===== src/rtl/id_ex_stage.sv =====
`default_nettype none
// ============================================================================
// Module   : id_ex_stage
// Brief    : ID/EX pipeline register with load-use stall, flush and freeze.
//            Optional hazard statistics counters under HAZARD_STATS_EN.
// Revision : 1.0 - initial release
// ============================================================================
module id_ex_stage (
    input  logic        clk,
    input  logic        rst_n,
    input  logic        ID_valid,
    input  logic [4:0]  ID_rs,
    input  logic [4:0]  ID_rt,
    input  logic [4:0]  ID_rdes,
    input  logic        ID_uses_rt,
    input  logic        ID_RegWr,
    input  logic        ID_MemRd,
    input  logic        ID_MemWr,
    input  logic [5:0]  ID_ALUFun,
    input  logic [31:0] ID_busA,
    input  logic [31:0] ID_busB,
    input  logic [31:0] ID_imm,
    input  logic [31:0] ID_PC,
    input  logic        EX_flush,
    input  logic        MEM_busy,
    output logic        IDEX_valid,
    output logic [4:0]  IDEX_rs,
    output logic [4:0]  IDEX_rt,
    output logic [4:0]  IDEX_rdes,
    output logic        IDEX_RegWr,
    output logic        IDEX_MemRd,
    output logic        IDEX_MemWr,
    output logic [5:0]  IDEX_ALUFun,
    output logic [31:0] IDEX_busA,
    output logic [31:0] IDEX_busB,
    output logic [31:0] IDEX_imm,
    output logic [31:0] IDEX_PC,
    output logic        PC_Wr,
    output logic        IFID_Wr,
    output logic [15:0] stall_cnt,
    output logic [15:0] flush_cnt
);

    typedef struct packed {
        logic        valid;
        logic [4:0]  rs;
        logic [4:0]  rt;
        logic [4:0]  rdes;
        logic        regwr;
        logic        memrd;
        logic        memwr;
        logic [5:0]  alufun;
        logic [31:0] busa;
        logic [31:0] busb;
        logic [31:0] imm;
        logic [31:0] pc;
    } idex_t;

    idex_t idex_q;
    idex_t idex_d;
    idex_t w_id_fields;
    logic  w_load_use;
    logic  w_stall_ev;
    logic  w_flush_ev;

    assign w_load_use = ID_valid & idex_q.valid & idex_q.memrd & (idex_q.rdes != 5'd0) &
                        ((idex_q.rdes == ID_rs) | (ID_uses_rt & (idex_q.rdes == ID_rt)));

    // Control bits are qualified so an invalid slot can never write state.
    always_comb begin
        w_id_fields        = '0;
        w_id_fields.valid  = ID_valid;
        w_id_fields.rs     = ID_rs;
        w_id_fields.rt     = ID_rt;
        w_id_fields.rdes   = ID_rdes;
        w_id_fields.regwr  = ID_RegWr & ID_valid;
        w_id_fields.memrd  = ID_MemRd & ID_valid;
        w_id_fields.memwr  = ID_MemWr & ID_valid;
        w_id_fields.alufun = ID_ALUFun;
        w_id_fields.busa   = ID_busA;
        w_id_fields.busb   = ID_busB;
        w_id_fields.imm    = ID_imm;
        w_id_fields.pc     = ID_PC;
    end

    always_comb begin
        idex_d     = idex_q;
        PC_Wr      = 1'b1;
        IFID_Wr    = 1'b1;
        w_stall_ev = 1'b0;
        w_flush_ev = 1'b0;
        if (MEM_busy) begin
            PC_Wr   = 1'b0;
            IFID_Wr = 1'b0;
        end else if (EX_flush) begin
            idex_d     = '0;
            w_flush_ev = 1'b1;
        end else if (w_load_use) begin
            idex_d     = '0;
            PC_Wr      = 1'b0;
            IFID_Wr    = 1'b0;
            w_stall_ev = 1'b1;
        end else begin
            idex_d = w_id_fields;
        end
        // Fetch must keep running while the pipeline is held in reset.
        if (!rst_n) begin
            PC_Wr   = 1'b1;
            IFID_Wr = 1'b1;
        end
    end

    always_ff @(posedge clk or negedge rst_n) begin
        if (!rst_n) begin
            idex_q <= '0;
        end else begin
            idex_q <= idex_d;
        end
    end

    assign IDEX_valid  = idex_q.valid;
    assign IDEX_rs     = idex_q.rs;
    assign IDEX_rt     = idex_q.rt;
    assign IDEX_rdes   = idex_q.rdes;
    assign IDEX_RegWr  = idex_q.regwr;
    assign IDEX_MemRd  = idex_q.memrd;
    assign IDEX_MemWr  = idex_q.memwr;
    assign IDEX_ALUFun = idex_q.alufun;
    assign IDEX_busA   = idex_q.busa;
    assign IDEX_busB   = idex_q.busb;
    assign IDEX_imm    = idex_q.imm;
    assign IDEX_PC     = idex_q.pc;

`ifdef HAZARD_STATS_EN
    logic [15:0] stall_cnt_q;
    logic [15:0] stall_cnt_d;
    logic [15:0] flush_cnt_q;
    logic [15:0] flush_cnt_d;

    // Saturating event counters; events are already masked by MEM_busy.
    always_comb begin
        stall_cnt_d = stall_cnt_q;
        flush_cnt_d = flush_cnt_q;
        if (w_stall_ev && (stall_cnt_q != 16'hFFFF)) begin
            stall_cnt_d = stall_cnt_q + 16'd1;
        end
        if (w_flush_ev && (flush_cnt_q != 16'hFFFF)) begin
            flush_cnt_d = flush_cnt_q + 16'd1;
        end
    end

    always_ff @(posedge clk or negedge rst_n) begin
        if (!rst_n) begin
            stall_cnt_q <= 16'd0;
            flush_cnt_q <= 16'd0;
        end else begin
            stall_cnt_q <= stall_cnt_d;
            flush_cnt_q <= flush_cnt_d;
        end
    end

    assign stall_cnt = stall_cnt_q;
    assign flush_cnt = flush_cnt_q;
`else
    logic w_unused_ev;
    assign w_unused_ev = w_stall_ev ^ w_flush_ev;
    assign stall_cnt   = 16'd0;
    assign flush_cnt   = 16'd0;
`endif

endmodule
`default_nettype wire


===== config.mk =====
export PLATFORM = sky130hd
export DESIGN_NAME = id_ex_stage
export DESIGN_NICKNAME = d
export VERILOG_FILES = /design/src/rtl/id_ex_stage.sv
export SDC_FILE = /design/constraint.sdc
export NUM_CORES = 1
export LEC_CHECK = 0
export ABC_AREA = 1
export CAP_MARGIN = 25
export CORE_MARGIN = 5
export CORE_UTILIZATION = 41
export CTS_CLUSTER_SIZE = 40
export DETAILED_ROUTE_END_ITERATION = 8
export PLACE_DENSITY = 0.79
export SYNTH_ARGS = -nofsm -noshare
export SYNTH_HDL_FRONTEND = slang
export SYNTH_SLANG_ARGS = --single-unit

===== constraint.sdc =====
create_clock -name clk -period 1.6 [get_ports clk]
set_input_delay 0.24 -clock clk [delete_from_list [all_inputs] [get_ports clk]]
set_output_delay 0.24 -clock clk [all_outputs]
set_load 0.1 [all_outputs]

==> qor.yml <==
grt_setup_unrepaired: "yes"
drt-total-wl_microns: 29600
pre_cts_ws_ps: -307
grt_usage_pct: 26.4
antenna_violating_nets_post_route: 0
die_h_microns: 140
worstMarginPinSlew_ps: 550
netlist.area_leader.share_pct: 55.5
timing.final.hold_violations: 0
pwr-share-comb_pct: 37.8
port_buffers: 312
crit_slowest_cell: "dfrtp_4"
h-tree-depth: 4
routed-via-count: 6895
synthTopCellsByArea: "dfrtp_1 56%, nand2_1 18%, nand3_2 10%"
root_buffer: "clkbuf_16"
first_pass_iters: 4
start_util_pct: 41.7
layout.nets: 1280
whs_path_depth: 3
area_growth_pct: 97.7
p_clk_share_pct: 29.3
cts_buffers: 17
finalCritPeriodShare_pct: 132
rr_startpoint: "IDEX_rdes[1]$_DFFE_PN0N_"
syn_avg_cell_area_sq_um: 9.01
fp-row-count: 47
hold-path-endpoint: "IDEX_busA[0]$_DFFE_PN0N_"
min_period_ps: 2110
cts.clk_slew.worst_paths_ps: 70
die_area_sq_mm: 0.0195
clk_path_buf_depth: 2
viasPerCell: 5.08
relSlewSlack_pct: 63.4
cell_internal_pwr_mw: 8.29
rr_worst_depth: 13
critPathMaxStageDelay_ps: 520
drive_gt1_share_pct: 35.1
grt_pass1_vias: 7007
crit_arrival_ps: 1870
ys_seq_area_share_pct: 55.5
power_density_mw_per_mm2: 1010
p_sw_share_pct: 39.9
first_iter_violations: 401
rr_endpoint: "IDEX_imm[1]$_DFFE_PN0N_"
p_leak_nw: 6.61
seq_power_share_pct: 33.0
antenna_found_initial: 1
syn_inst: 765
p_switching_mw: 5.50
hold_path_class: "primary input to flip-flop"
min_from: "MEM_busy"
clock_sink_count: 153
ys_ff_latch: 153
violations: "setup timing"
synth_area_sq_mm: 0.00689
core_region_area_sq_mm: 0.0165
ir_worst_vdd_v: 0.000721
grt_pass1_wl_microns: 40100
status: "finished, violations left"
route.detailed.drc: 0
synth_warnings: 0
crit_required_ps: 1360
rrSetupSlack_ps: -430
cp_cell_sequence: "inv_4 -> buf_4 -> nand2_1 -> o21bai_1 -> inv_2 -> nand3_4 -> nand2_4 -> nand2_8 -> buf_12"
endpoint_kind: "output port"
fmax_mhz: 473
tritoncts: "built"
grt_max_degree: 97
synth_area_leader_cell: "dfrtp_1"
cp_max_fo: 5
final.fill_count: 846
grt-ovfl-total: 0
ys_types: 15
clk_latency_ps: 430
worstSetupStartpointType: "flip-flop"
setup_viol: 156
slew_violations: 0
wire_per_inst_microns: 21.8
die_w_microns: 140
holdWs_ps: 186
io_pins: 345
crit_type: "flip-flop to output port"
gp_congestion: 0.853
finalClockSkew_ps: 17.4
setup_slack_ps: -515
hpwlAfterDp_microns: 17700
drv_cap: 0
## cell usage in the layout (no fill, tap or decap), drive strengths merged
| cell | Yosys | final |
|---|---|---|
| dlygate4sd3 | 0 | 1 |
| clkdlybuf4s50 | 0 | 155 |
| dfrtp | 153 | 153 |
| nand2 | 337 | 338 |
| o21bai | 1 | 1 |
| clkinvlp | 0 | 2 |
| bufinv | 0 | 2 |
| diode | 0 | 1 |
| xnor2 | 1 | 1 |
| clkinv | 0 | 6 |
| buf | 60 | 223 |
| nor2 | 11 | 11 |
| nand3 | 158 | 158 |
| conb | 1 | 32 |
| inv | 20 | 23 |
| clkbuf | 23 | 29 |
## worst max-delay path, delay by kind of cell, from the launching register on
family	cells	cell delay, ps
DFF	1	520
buffers and inverters	4	430
and+or+nand+nor	4	310
AOI/OAI and AO/OA	1	190
## flip-flops by register name, summed over array words and instances, names as in the netlist, 5 cells and up
register	count
IDEX_ALUFun	6
IDEX_rs	5
IDEX_busB	32
IDEX_rt	5
IDEX_rdes	5
IDEX_imm	32
IDEX_PC	32
IDEX_busA	32
## synthesized netlist by cell type
library cell,instances
nand3_1,88
nand3_2,70
inv_2,6
clkbuf_1,23
nor2_1,11
buf_6,8
inv_1,14
buf_4,33
dfrtp_1,153
xnor2_1,1
conb_1,1
nand2_1,336
o21bai_1,1
nand2_2,1
buf_2,19
## timing repair
| action | 4_1_cts | 5_1_grt |
|---|---|---|
| endpoints found under the hold margin | 18 | 0 |
| endpoints found under the setup margin | 138 | 156 |
| gates cloned | 9 | 11 |
| hold buffers | 1 | 0 |
| pin swaps | 4 | 25 |
| resized for setup | 21 | 71 |
| buffers inserted | 3 | 13 |
## worst max path at each step
stage,from,endpoint,slack [ps],cells after the start
global route,IDEX_rdes[1]$_DFFE_PN0N_,PC_Wr,-570,9
floorplan,IDEX_rdes[3]$_DFFE_PN0N_,PC_Wr,-220,10
global placement,ID_rt[3],IDEX_PC[31]$_DFFE_PN0N_,-300,11
finish,IDEX_rdes[1]$_DFFE_PN0N_,PC_Wr,-510,9
CTS,IDEX_rdes[2]$_DFFE_PN0N_,PC_Wr,-480,9
detailed placement,ID_rt[4],IDEX_PC[31]$_DFFE_PN0N_,-310,11
## through the flow
stage | std cells | area, sq um | utilization [%] | TNS, ps | power [mW]
floorplan | 796 | 7080 | - | -2360 | 7.46
global placement | 1287 | 12000 | 72.5 | -34900 | 9.62
detailed placement | 1287 | 12000 | 72.5 | -38980 | 9.68
CTS | 1332 | 13000 | 78.4 | -21110 | 13.7
global route | 1356 | 13600 | 82.5 | -61700 | 14.2
finish | 1356 | 13600 | 82.5 | -50620 | 13.8
## layout make-up
type | instances | area, sq um | area share, %
timing repair buffer | 389 | 5940 | 43.6
sequential | 153 | 3850 | 28.3
multi-input combinational | 541 | 2900 | 21.3
clock buffer | 19 | 433 | 3.18
tap | 220 | 275 | 2.02
clock inverter | 13 | 143 | 1.05
inverter | 20 | 82.6 | 0.606
antenna | 1 | 2.50 | 0.0184
## power by group through the flow
stage	Combinational, mW	Sequential, mW	Clock (mW)
global placement	5.04	4.58	0
detailed placement	5.09	4.59	0
floorplan	0.866	6.59	0
CTS	5.12	4.53	4.04
global route	5.36	4.58	4.26
finish	5.21	4.55	4.04
## cell families (layout without fill, tap and decap cells)
group | after synthesis | after routing | share of synthesized area (%)
AO/OA/AOI/OAI | 1 | 1 | 0.109
XOR/XNOR | 1 | 1 | 0.127
buffers and inverters | 103 | 441 | 8.62
flip-flops | 153 | 153 | 55.5
other | 1 | 33 | 0.0544
AND/OR/NAND/NOR | 506 | 507 | 35.5
## metal layers
metal	share of wire (%)	vias up	global-route usage (%)
met4	4.2	0	11.4
met1	34	3354	28.9
met3	9.2	83	9.85
li1	-	3078	-
met5	0	-	0
met2	53	380	46.0
No activity file was read; power rests on OpenSTA's default activity.
